<file path="src/rtl/serializer_rr_scheduler.sv">
// Round-robin owner of one shared serializer: grants one requester word at a time and frees the
// serializer after exactly LENGTH accepted serial bits, or after TIMEOUT cycles without a load.
module serializer_rr_scheduler #(
   parameter int unsigned N       = 4,
   parameter int unsigned LENGTH  = 24,
   parameter int unsigned TIMEOUT = 15
) (
   input  logic                   i_clk,
   input  logic                   i_rst,
   input  logic                   i_en,
   input  logic [N*LENGTH-1:0]    iv_req_data,
   input  logic [N-1:0]           iv_req_valid,
   output logic [N-1:0]           ov_req_ack,
   output logic [LENGTH-1:0]      ov_ser_din,
   output logic                   o_ser_din_valid,
   input  logic                   i_ser_loaded,
   input  logic                   i_ser_bit_valid,
   input  logic                   i_ser_bit_ready,
   output logic [$clog2(N)-1:0]   ov_grant_id,
   output logic                   o_busy,
   output logic                   o_timeout
);

   localparam int unsigned IDW = $clog2(N);
   localparam int unsigned BCW = $clog2(LENGTH) + 1;
   localparam int unsigned TOW = $clog2(TIMEOUT);

   typedef enum logic [1:0] {StArb, StIssue, StDrain} state_t;

   state_t           r_state;
   logic [IDW-1:0]   r_ptr;
   logic [BCW-1:0]   r_bit_cnt;
   logic [TOW-1:0]   r_to_cnt;

   logic             w_hit;
   logic [IDW-1:0]   w_sel;
   logic [IDW-1:0]   w_next_ptr;

   function automatic logic [IDW-1:0] f_wrap(input int unsigned v);
      return IDW'(v % N);
   endfunction

   // First valid requester at or after the pointer, wrapping N-1 -> 0.
   always_comb begin
      w_hit = 1'b0;
      w_sel = '0;
      for (int i = 0; i < int'(N); i++) begin
         if (!w_hit && iv_req_valid[f_wrap(32'(r_ptr) + 32'(i))]) begin
            w_hit = 1'b1;
            w_sel = f_wrap(32'(r_ptr) + 32'(i));
         end
      end
   end

   assign w_next_ptr = f_wrap(32'(ov_grant_id) + 32'd1);

   always_ff @(posedge i_clk) begin
      if (i_rst) begin
         r_state         <= StArb;
         r_ptr           <= '0;
         r_bit_cnt       <= '0;
         r_to_cnt        <= '0;
         ov_req_ack      <= '0;
         ov_ser_din      <= '0;
         o_ser_din_valid <= 1'b0;
         ov_grant_id     <= '0;
         o_busy          <= 1'b0;
         o_timeout       <= 1'b0;
      end else if (i_en) begin
         ov_req_ack <= '0;
         o_timeout  <= 1'b0;
         case (r_state)
            StArb: begin
               if (w_hit) begin
                  ov_ser_din      <= iv_req_data[w_sel*LENGTH +: LENGTH];
                  ov_req_ack      <= N'(1) << w_sel;
                  ov_grant_id     <= w_sel;
                  o_ser_din_valid <= 1'b1;
                  o_busy          <= 1'b1;
                  r_to_cnt        <= '0;
                  r_state         <= StIssue;
               end
            end
            StIssue: begin
               if (i_ser_loaded) begin
                  o_ser_din_valid <= 1'b0;
                  r_bit_cnt       <= '0;
                  r_state         <= StDrain;
               end else if (r_to_cnt == TOW'(TIMEOUT - 1)) begin
                  // Serializer never took the word: drop it and move past this requester.
                  o_timeout       <= 1'b1;
                  o_ser_din_valid <= 1'b0;
                  o_busy          <= 1'b0;
                  r_ptr           <= w_next_ptr;
                  r_state         <= StArb;
               end else begin
                  r_to_cnt <= r_to_cnt + 1'b1;
               end
            end
            StDrain: begin
               if (i_ser_bit_valid && i_ser_bit_ready) begin
                  if (r_bit_cnt == BCW'(LENGTH - 1)) begin
                     o_busy  <= 1'b0;
                     r_ptr   <= w_next_ptr;
                     r_state <= StArb;
                  end else begin
                     r_bit_cnt <= r_bit_cnt + 1'b1;
                  end
               end
            end
            default: begin
               o_ser_din_valid <= 1'b0;
               o_busy          <= 1'b0;
               r_state         <= StArb;
            end
         endcase
      end
   end

endmodule

</file>
<file path="config.mk">
export PLATFORM = sky130hd
export DESIGN_NAME = serializer_rr_scheduler
export DESIGN_NICKNAME = d
export VERILOG_FILES = /design/src/rtl/serializer_rr_scheduler.sv
export SDC_FILE = /design/constraint.sdc
export NUM_CORES = 1
export LEC_CHECK = 0
export CAP_MARGIN = 15
export CORE_ASPECT_RATIO = 0.6
export CORE_MARGIN = 4
export CORE_UTILIZATION = 40
export CTS_BUF_LIST = sky130_fd_sc_hd__clkbuf_16
export CTS_CLUSTER_SIZE = 12
export DETAILED_ROUTE_END_ITERATION = 10
export MAX_ROUTING_LAYER = met4
export PLACE_DENSITY = 0.81
export SLEW_MARGIN = 10
export SYNTH_ARGS = -nofsm -noshare
export SYNTH_HDL_FRONTEND = slang
export SYNTH_SLANG_ARGS = --single-unit
export TNS_END_PERCENT = 1
</file>
<file path="constraint.sdc">
create_clock -name i_clk -period 2.8 [get_ports i_clk]
set_input_delay 0.56 -clock i_clk [delete_from_list [all_inputs] [get_ports i_clk]]
set_output_delay 0.56 -clock i_clk [all_outputs]
set_load 0.01 [all_outputs]
</file>
== Yosys cells after proc, flatten, opt, wreduce, memory -nomap -nowiden ==
Index checks and enable logic that the tools add are counted.

* Register bits: 47
* Word-level logic and storage cells: 102

* $add $sub $neg: 6
* $mul: 1
* $lt $le $gt $ge: 4
* Equality and inequality tests: 13
* Shifts and indexed selects: 2
* Mux-type cells: 48
* Bitwise gates (word level): 1
* Reductions and logical operators: 17

{| class="wikitable"
|+ Operators with widths
! cell !! count
|-
| $shiftx A96 B8 Y24 || 1
|-
| $mux W2 || 13
|-
| $mux W4 || 5
|-
| $mux W6 || 3
|-
| $mux W1 || 17
|-
| $ne A2 B2 Y1 const B || 8
|-
| $reduce_and A5 Y1 || 3
|-
| $lt A2 B3 Y1 const B || 4
|-
| $pmux W6 S2 || 1
|-
| $reduce_and A6 Y1 || 2
|-
| $bmux W1 S2 || 4
|-
| $pmux W4 S2 || 1
|-
| $add A6 B1 Y6 const B || 1
|-
| $eq A6 B5 Y1 const B || 1
|-
| $pmux W1 S3 || 2
|-
| $pmux W2 S3 || 1
|-
| $add A2 B1 Y2 const B || 2
|-
| $add A2 B2 Y2 const B || 2
|-
| $add A4 B1 Y4 const B || 1
|-
| $eq A4 B4 Y1 const B || 1
|-
| $logic_and A1 B1 Y1 || 4
|-
| $mul A2 B2 Y4 const B || 1
|-
| $pmux W2 S2 || 1
|-
| $reduce_and A4 Y1 || 1
|-
| other kinds (9) || 12
|}

== Depth between registers and ports, before layout ==
Gate-level depths: netlist of run 1.

* Depth after elaboration: 15
* Depth in mapped cells: 8
* Mapped depth without buffers: 7

== Least setup slack after synthesis of run 1 ==
Ideal clock, no wire load.

* Path type: input to register
* Start: in iv_req_valid[1]
* End: reg ov_ser_din[12]
* Library setup time: 135 ps
* Data arrival time: 1834 ps
* Data required time: 2665 ps
* Slack: 831 ps
* Stages: 7
* Path buffers: 2
* Cells stage by stage: buf_2 -> or3b_4 -> o221ai_4 -> buf_6 -> mux2_1 -> nand2_1 -> a211oi_1

* Longest elaborated chain between the ends: 14

{| class="wikitable"
|+ RTL lines
! what !! line !! RTL
|-
| from (decl) || 12 || <nowiki>input logic [N-1:0] iv_req_valid,</nowiki>
|-
| $bmux W1 S2 || 48 || <nowiki>if (!w_hit && iv_req_valid[f_wrap(32'(r_ptr) + 32'(i))]) begin</nowiki>
|-
| $mux W1 (implied by the code) || 48 ||
|-
| $mux W1 || 48 ||
|-
| $logic_not A1 Y1 || 48 ||
|-
| $logic_and A1 B1 Y1 || 48 ||
|-
| $mux W1 || 48 ||
|-
| $logic_not A1 Y1 || 48 ||
|-
| $logic_and A1 B1 Y1 || 48 ||
|-
| $mux W1 || 48 ||
|-
| $logic_not A1 Y1 || 48 ||
|-
| $logic_and A1 B1 Y1 || 48 ||
|-
| $mux W2 || 48 ||
|-
| $mul A2 B2 Y4 || 75 || <nowiki>ov_ser_din <= iv_req_data[w_sel*LENGTH +: LENGTH];</nowiki>
|-
| $shiftx A96 B8 Y24 || 75 ||
|-
| to (signal assigned) || 75 ||
|-
| to (decl) || 14 || <nowiki>output logic [LENGTH-1:0] ov_ser_din,</nowiki>
|}

Parallel ways exist; a longest one is shown, timed or not. The select of a mux whose other input is x is not followed.
A chain may end at the register's enable or synchronous reset.

== Final worst setup path of run 1 ==
* Start: in iv_req_valid[3]
* End: reg ov_ser_din[7]

The elaborated chain is that of the path after synthesis.

==> results of run 1 <==
==> layout make-up <==
cell class,count,share of cell area [%]
clock buffer,5,2.878
clock inverter,2,0.7770
inverter,3,0.2590
multi-input combinational,233,37.27
sequential,47,21.64
tap,84,2.417
timing repair buffer,152,34.76
==> worst max-delay path, cell delays in order <==
cell	delay, ns
clkdlybuf4s50_1	0.53
buf_4	0.22
o31ai_4	0.82
a221oi_1	0.22
a211oi_1	0.29
==> cells in the mapped netlist, types with 3 or more instances <==
| cell | count |
|---|---|
| dfxtp_1 | 47 |
| nor2_1 | 41 |
| nand2_1 | 28 |
| a211oi_1 | 27 |
| a221oi_1 | 24 |
| mux2_1 | 21 |
| clkbuf_1 | 16 |
| a21oi_1 | 15 |
| buf_2 | 8 |
| nor2b_1 | 7 |
| o21ai_0 | 6 |
| and3_1 | 5 |
| mux2i_1 | 5 |
| xor2_1 | 5 |
| nand2b_1 | 4 |
| nand3_1 | 4 |
| nor3_1 | 4 |
| ha_1 | 3 |
| inv_1 | 3 |
| or2_0 | 3 |
==> metal layers <==
layer / track usage (%) / wire length [um] / up-vias
met5: - / 0 / -
met4: 6.588 / 166 / 0
met3: 6.076 / 828 / 19
met2: 35.94 / 4025 / 147
met1: 26.68 / 3981 / 1350
li1: - / - / 1421
==> sequential cells by signal, indices dropped and copies added, names as in the netlist <==
register	count
ov_grant_id	2
o_timeout	1
ov_ser_din	24
o_ser_din_valid	1
r_state	2
r_ptr	2
o_busy	1
r_bit_cnt	6
ov_req_ack	4
r_to_cnt	4
==> cell families after synthesis <==
group	count (synthesis)
buffers and inverters	30
AOI/OAI and AO/OA	89
xor gates and xnor gates	7
adders and majority gates	3
muxes	26
DFF	47
and+or+nand+nor	108
==> cell usage in the layout (no fill, tap or decap), types with 7 or more instances in the layout <==
| cell | netlist | routed |
|---|---|---|
| a211oi_1 | 27 | 27 |
| a21oi_1 | 15 | 15 |
| a221oi_1 | 24 | 24 |
| buf_4 | 0 | 12 |
| clkdlybuf4s50_1 | 0 | 138 |
| dfxtp_1 | 47 | 47 |
| mux2_1 | 21 | 21 |
| nand2_1 | 28 | 28 |
| nor2_1 | 41 | 41 |
| nor2b_1 | 7 | 7 |
==> power breakdown <==
part | switching, mW | internal (mW) | total [mW] | leakage [nW]
combinational | 0.230 | 0.323 | 0.553 | 1.10
clock | 0.238 | 0.413 | 0.651 | 0.0811
sequential | 0.0350 | 0.721 | 0.756 | 0.386
total | 0.503 | 1.46 | 1.96 | 1.57
==> per-stage QoR <==
step                      util, %  power (mW)  std cells  hold slack, ns  worst slack, ns
after global routing        68.98       2.050        526          0.5145           0.2406
after detailed placement    66.45       1.323        519          0.4552          0.04950
after global placement      66.45       1.310        519          0.4478           0.1923
final                       68.98       1.960        526          0.4710           0.3380
after CTS                   68.98       1.975        526          0.4748           0.2886
after floorplan                 -       1.010        310          0.4559           0.8309
==> path summary, 6_finish.rpt <==
check	cells past startpoint	slack (ns)	to	from
worst max-delay path	5	0.34	ov_ser_din[7]$_SDFFE_PP0P_	iv_req_valid[3]
worst min-delay path	1	0.47	o_busy$_SDFFE_PP0P_	o_busy$_SDFFE_PP0P_
worst max register to register	6	0.84	r_bit_cnt[4]$_SDFFE_PP0P_	r_bit_cnt[0]$_SDFFE_PP0P_
worst min register to register	1	0.47	o_busy$_SDFFE_PP0P_	o_busy$_SDFFE_PP0P_
==> results.md, run 1 <==
* Row count at 22
* Initial antenna violation count at 0
* WL final at 9.002 mm
* Synth warnings at 0
* Mapped Nets at 419
* Largest net degree at the start of global routing at 28
* Complex-gate fraction of the synthesized area at 25.71%
* Filler instances at 506
* Tmin final at 2.462 ns
* Mapped Area at 2691 um2
* Post-synthesis simple-gate area fraction at 19.48%
* Static leakage at 1.565 nW
* Sequential Area at 940.9 um2
* Fin area at 4348 um2
* Main synth FF type: dfxtp_1
* Nets@finish at 551
* IO Count at 139
* WS Path Type: in -> reg
* CP Data Arrival Time at 2.65 ns
* Vias in the first global route at 2960
* Post-synthesis mux area share at 10.65%
* Clk_skew at 0.006316 ns
* Hold WC Path Type: reg -> reg
* Worst EP required at 2.99 ns
* CP startpoint kind: input pin
* Ys async rst share at 0%
* CP Max Fanout at 22
* Yosys cell types at 46
* PostCTS Resize Cnt at 0
* Synthesis-stage register bit count at 47
* Estimated wirelength of the detail-placed design at 6.698 mm
* CTS Buf Count at 5
* Final setup viols at 0
* Number of hold buffers added after cts at 0
* Grt total ovfl at 0
* Post-Synthesis Cells at 310
* Worst-margin pin slew at 0.9863 ns
* Drc violations at 0
* Status: finished, final reports clean
* Clock Tree Root: clkbuf_16
* Count of final hold-check violations at 0
* Max-Cap Viols at 0
* Vias at 2937
* Clock sinks at 47
* CTS tree: yes
* CP endpoint kind: register
* Dominant cell type by area after synthesis: dfxtp_1
* Overall Global Routing Usage at 21.99%
* Total setup buffers inserted after CTS at 0
* Die Ht at 71.54 um
* Footprint of the multi-input gates at 1620 um2
* Clock transition at path regs at 0.06 ns
* Area share of the largest cell type after synthesis at 34.96%
* Ant diodes at 0
* Syn Area/Cell at 8.682 um2
* Die Wd at 113.9 um
* Drt wl/cell at 17.11 um
* VDD IR max at 0.0002533 V
* First DRT Iteration DRCs at 176
* Final period util at 87.93%
* Post-route ant nets at 0
* Post-synthesis sequential area ratio at 34.96%
* EDFF count, synth at 0
* Worst slew margin at 34.25%
* Placed Area at 4189 um2
* Max-slew violation count at 0
* H-tree levels at 2
* Final Wtd Congestion at 0.8234
* Layout area overhead at 61.55%
* Effective utilization at floorplan at 42.70%
* Average vias per placed instance at 5.584
* Core area at 6304 um2
* First-pass GRT wire length at 14.10 mm
* Power density over the cells at 450.9 nW/um2
* Clk Latency, worst-skew pair at 0.28 ns
* Maximum clock frequency at 406.2 MHz
* Die area at 8147 um2
* Main combinational cell family by area after synthesis: compound AO/OA/AOI/OAI gates
* Top cells by area, synth: dfxtp_1, mux2_1, a221oi_1, a211oi_1, nor2_1
* RSZ-0062 raised after global routing: no
* Share of layout cells above drive strength 1 at 7.014%
* Port bufs at 138
* Number of detailed-route iterations in the first pass at 4
* Post-Synth Adder-Cell Area at 1.395%
* Clk buf depth at 2
* Setup Total Neg Slack at 0 ns
* Synth Area in XOR/XNOR at 2.278%
No activity file was read; power rests on OpenSTA's default activity.
==> run 2: changes to the inputs <==
--- a/config.mk
+++ b/config.mk
@@ -5,15 +5,15 @@
 export SDC_FILE = /design/constraint.sdc
 export NUM_CORES = 1
 export LEC_CHECK = 0
-export CAP_MARGIN = 15
+export CAP_MARGIN = 5
 export CORE_ASPECT_RATIO = 0.6
 export CORE_MARGIN = 4
-export CORE_UTILIZATION = 40
+export CORE_UTILIZATION = 36
 export CTS_BUF_LIST = sky130_fd_sc_hd__clkbuf_16
 export CTS_CLUSTER_SIZE = 12
 export DETAILED_ROUTE_END_ITERATION = 10
 export MAX_ROUTING_LAYER = met4
-export PLACE_DENSITY = 0.81
+export PLACE_DENSITY = 0.78
 export SLEW_MARGIN = 10
 export SYNTH_ARGS = -nofsm -noshare
 export SYNTH_HDL_FRONTEND = slang
==> constraint.sdc (replaced) <==
create_clock -name i_clk -period 2.1 [get_ports i_clk]
set_input_delay 0.42 -clock i_clk [delete_from_list [all_inputs] [get_ports i_clk]]
set_output_delay 0.42 -clock i_clk [all_outputs]
set_load 0.01 [all_outputs]
==> run 2 against run 1 <==
  * Global-route usage is 0.72 points lower
  * Non-clock buffer count is 18 higher
  * Design area increased by 4.5%
  * Setup slack worse by 0.26 ns
  * Critical endpoint is now r_state[1]$_SDFFE_PP0P_
  * Die area is 10% higher
  * Combinational power grew 42%
  * Hold slack improved by 0.0051 ns
  * Sequential share of layout area decreased by 0.94 points
==> results.md, run 2 (synthesis results as in run 1) <==
* Clock sinks at 47 (unchanged)
* Drc violations at 0 (unchanged)
* CP endpoint: r_state[1]$_SDFFE_PP0P_
* Status: finished, final reports clean
* Fin util at 62.53% (-6.4 points)
* Final Wtd Congestion at 0.8186 (-0.58%)
* Vias at 2964 (+0.92%)
* Vias in the first global route at 3009 (+1.7%)
* R2R Setup Slk at 0.15 ns (-0.69 ns)
* Biggest register: ov_ser_din
* Hold WC Path Type: reg -> reg
* Clk buf depth at 2 (unchanged)
* Clk Latency, worst-skew pair at 0.28 ns (about the same)
* Commonest cells after routing, fill and taps aside: clkdlybuf4s50_1, dfxtp_1, nor2_1
* Largest register FFs at 24 (unchanged)
* RSZ-0062 raised after global routing: no
* Total setup buffers inserted after CTS at 0 (unchanged)
* Total power at 2.556 mW (+30%)
* Buf+Inv Stages, Crit Path at 2 (unchanged)
* Largest net degree at the start of global routing at 36 (+29%)
* Slowest Stage Delay on Critical Path at 0.41 ns (-0.41 ns)
* Estimated wirelength of the detail-placed design at 7.076 mm (+5.6%)
* Clock Tree Root: clkbuf_16
* CTS Buf Count at 5 (unchanged)
* WS Path Type: in -> reg
* Final setup viols at 0 (unchanged)
* First-pass GRT wire length at 14.73 mm (+4.5%)
* Count of final hold-check violations at 0 (unchanged)
* Clock transition at path regs at 0.06 ns (about the same)
* CP Data Arrival Time at 2.25 ns (-0.40 ns)
* Port bufs at 138 (unchanged)
* Placed Area at 4357 um2 (+4.0%)
* First DRT Iteration DRCs at 240 (+36%)
* CTS tree: yes
* Final period util at 96.37%
* Max-slew violation count at 0 (unchanged)
* Ant diodes at 0 (unchanged)
* Setup Total Neg Slack at 0 ns (unchanged)
* Nets@finish at 570 (+3.4%)
* Dpl cells at 557 (+7.3%)
* Worst EP required at 2.33 ns (-0.66 ns)
* Crit. path cell count at 7 (+2)
* Hold slack at 0.4760 ns (+0.005063 ns)
* R2R Path End: ov_ser_din[15]$_SDFFE_PP0P_
* Static leakage at 1.678 nW (+7.2%)
* Most common cell after layout, fill and taps aside: clkdlybuf4s50_1
* PnR worst setup slack at 0.07625 ns (-0.2617 ns)
* Overall Global Routing Usage at 21.27% (-0.72 points)
* Drt wl/cell at 17.00 um (-0.69%)
* Worst reg2reg startpoint: r_ptr[1]$_SDFFE_PP0P_
* Grt total ovfl at 0 (unchanged)
* Effective utilization at floorplan at 37.04% (-5.7 points)
* Core area at 7267 um2 (+15%)
* Worst-case reg-to-reg path depth at 6 (unchanged)
* Post-route ant nets at 0 (unchanged)
* Clk_skew at 0.002632 ns (-0.003684 ns)
* IO Count at 139 (unchanged)
* Die Ht at 74.98 um (+4.8%)
* WL final at 9.603 mm (+6.7%)
* CP endpoint kind: register
* Initial antenna violation count at 0 (unchanged)
* Die area at 8969 um2 (+10%)
* CP cell instances: clkdlybuf4s50_1, buf_4, nor4_4, nor2_1, or3_1, a31oi_2, o21a_1
* Layout area overhead at 68.85%
* H-tree levels at 2 (unchanged)
* Average vias per placed instance at 5.246 (-6.0%)
* Max-Cap Viols at 0 (unchanged)
* Worst-margin pin slew at 0.7249 ns (-0.2614 ns)
* Share of layout cells above drive strength 1 at 11.93% (+4.9 points)
* CP Max Fanout at 6 (-73%)
* Maximum clock frequency at 494.1 MHz
* Power density over the cells at 562.4 nW/um2 (+25%)
* CP startpoint kind: input pin
* CP top delay family: simple AND/OR/NAND/NOR gates
* Max stage delay cell, worst path: clkdlybuf4s50_1
* Worst slew margin at 51.67% (+17 points)
* Fin area at 4544 um2 (+4.5%)
* Row count at 24 (+9.1%)
* Die Wd at 119.6 um (+5.0%)
* Tmin final at 2.024 ns
* VDD IR max at 0.0003695 V (+46%)
* Post-Layout Cell Count at 565 (+7.4%)
* Worst setup startpoint: iv_req_valid[3]
* Top Registers: ov_ser_din: 24 flops, r_bit_cnt: 6 flops
* Number of detailed-route iterations in the first pass at 4 (unchanged)
* Post-Place Worst Slack at -0.4728 ns (-0.5223 ns)
-- run 2: worst min-delay path by stage --
stage,startpoint,to,cells past startpoint
floorplan,r_bit_cnt[5]$_SDFFE_PP0P_,r_bit_cnt[5]$_SDFFE_PP0P_,2
global placement,o_timeout$_SDFFE_PP0P_,o_timeout$_SDFFE_PP0P_,2
detailed placement,o_busy$_SDFFE_PP0P_,o_busy$_SDFFE_PP0P_,1
CTS,o_timeout$_SDFFE_PP0P_,o_timeout$_SDFFE_PP0P_,2
global route,o_busy$_SDFFE_PP0P_,o_busy$_SDFFE_PP0P_,1
finish,o_busy$_SDFFE_PP0P_,o_busy$_SDFFE_PP0P_,1
-- run 2: power breakdown --
part	switching, mW	internal (mW)	leakage, nW	total (mW)
Combinational	0.326	0.460	1.22	0.786
Clock	0.333	0.429	0.0671	0.762
Sequential	0.0459	0.961	0.386	1.01
-- run 2: timing repair --
item | CTS | global route
hold endpoints to repair | 0 | 0
endpoints found under the setup margin | 24 | 31
cloned | 1 | 0
hold buffers | 0 | 0
resized for setup | 4 | 7
pin swaps | 2 | 1
-- run 2: area by class of cell --
class	count	area (um2)
clock buffer	5	125.1
clock inverter	2	8.758
fill	625	2723
inverter	3	11.26
multi-input combinational	234	1667
sequential	47	940.9
tap	104	130.1
timing repair buffer	170	1662
-- run 2: metal layers --
layer  wire length, um  part of all wire [%]  vias up  global-route usage, %
met3               639                   6.7        8                  4.279
met5                 0                     0        -                      -
met4                91                  0.95        0                  5.203
li1                  -                     -     1456                      -
met1              4358                    45     1387                  27.14
met2              4513                    47      113                  35.31
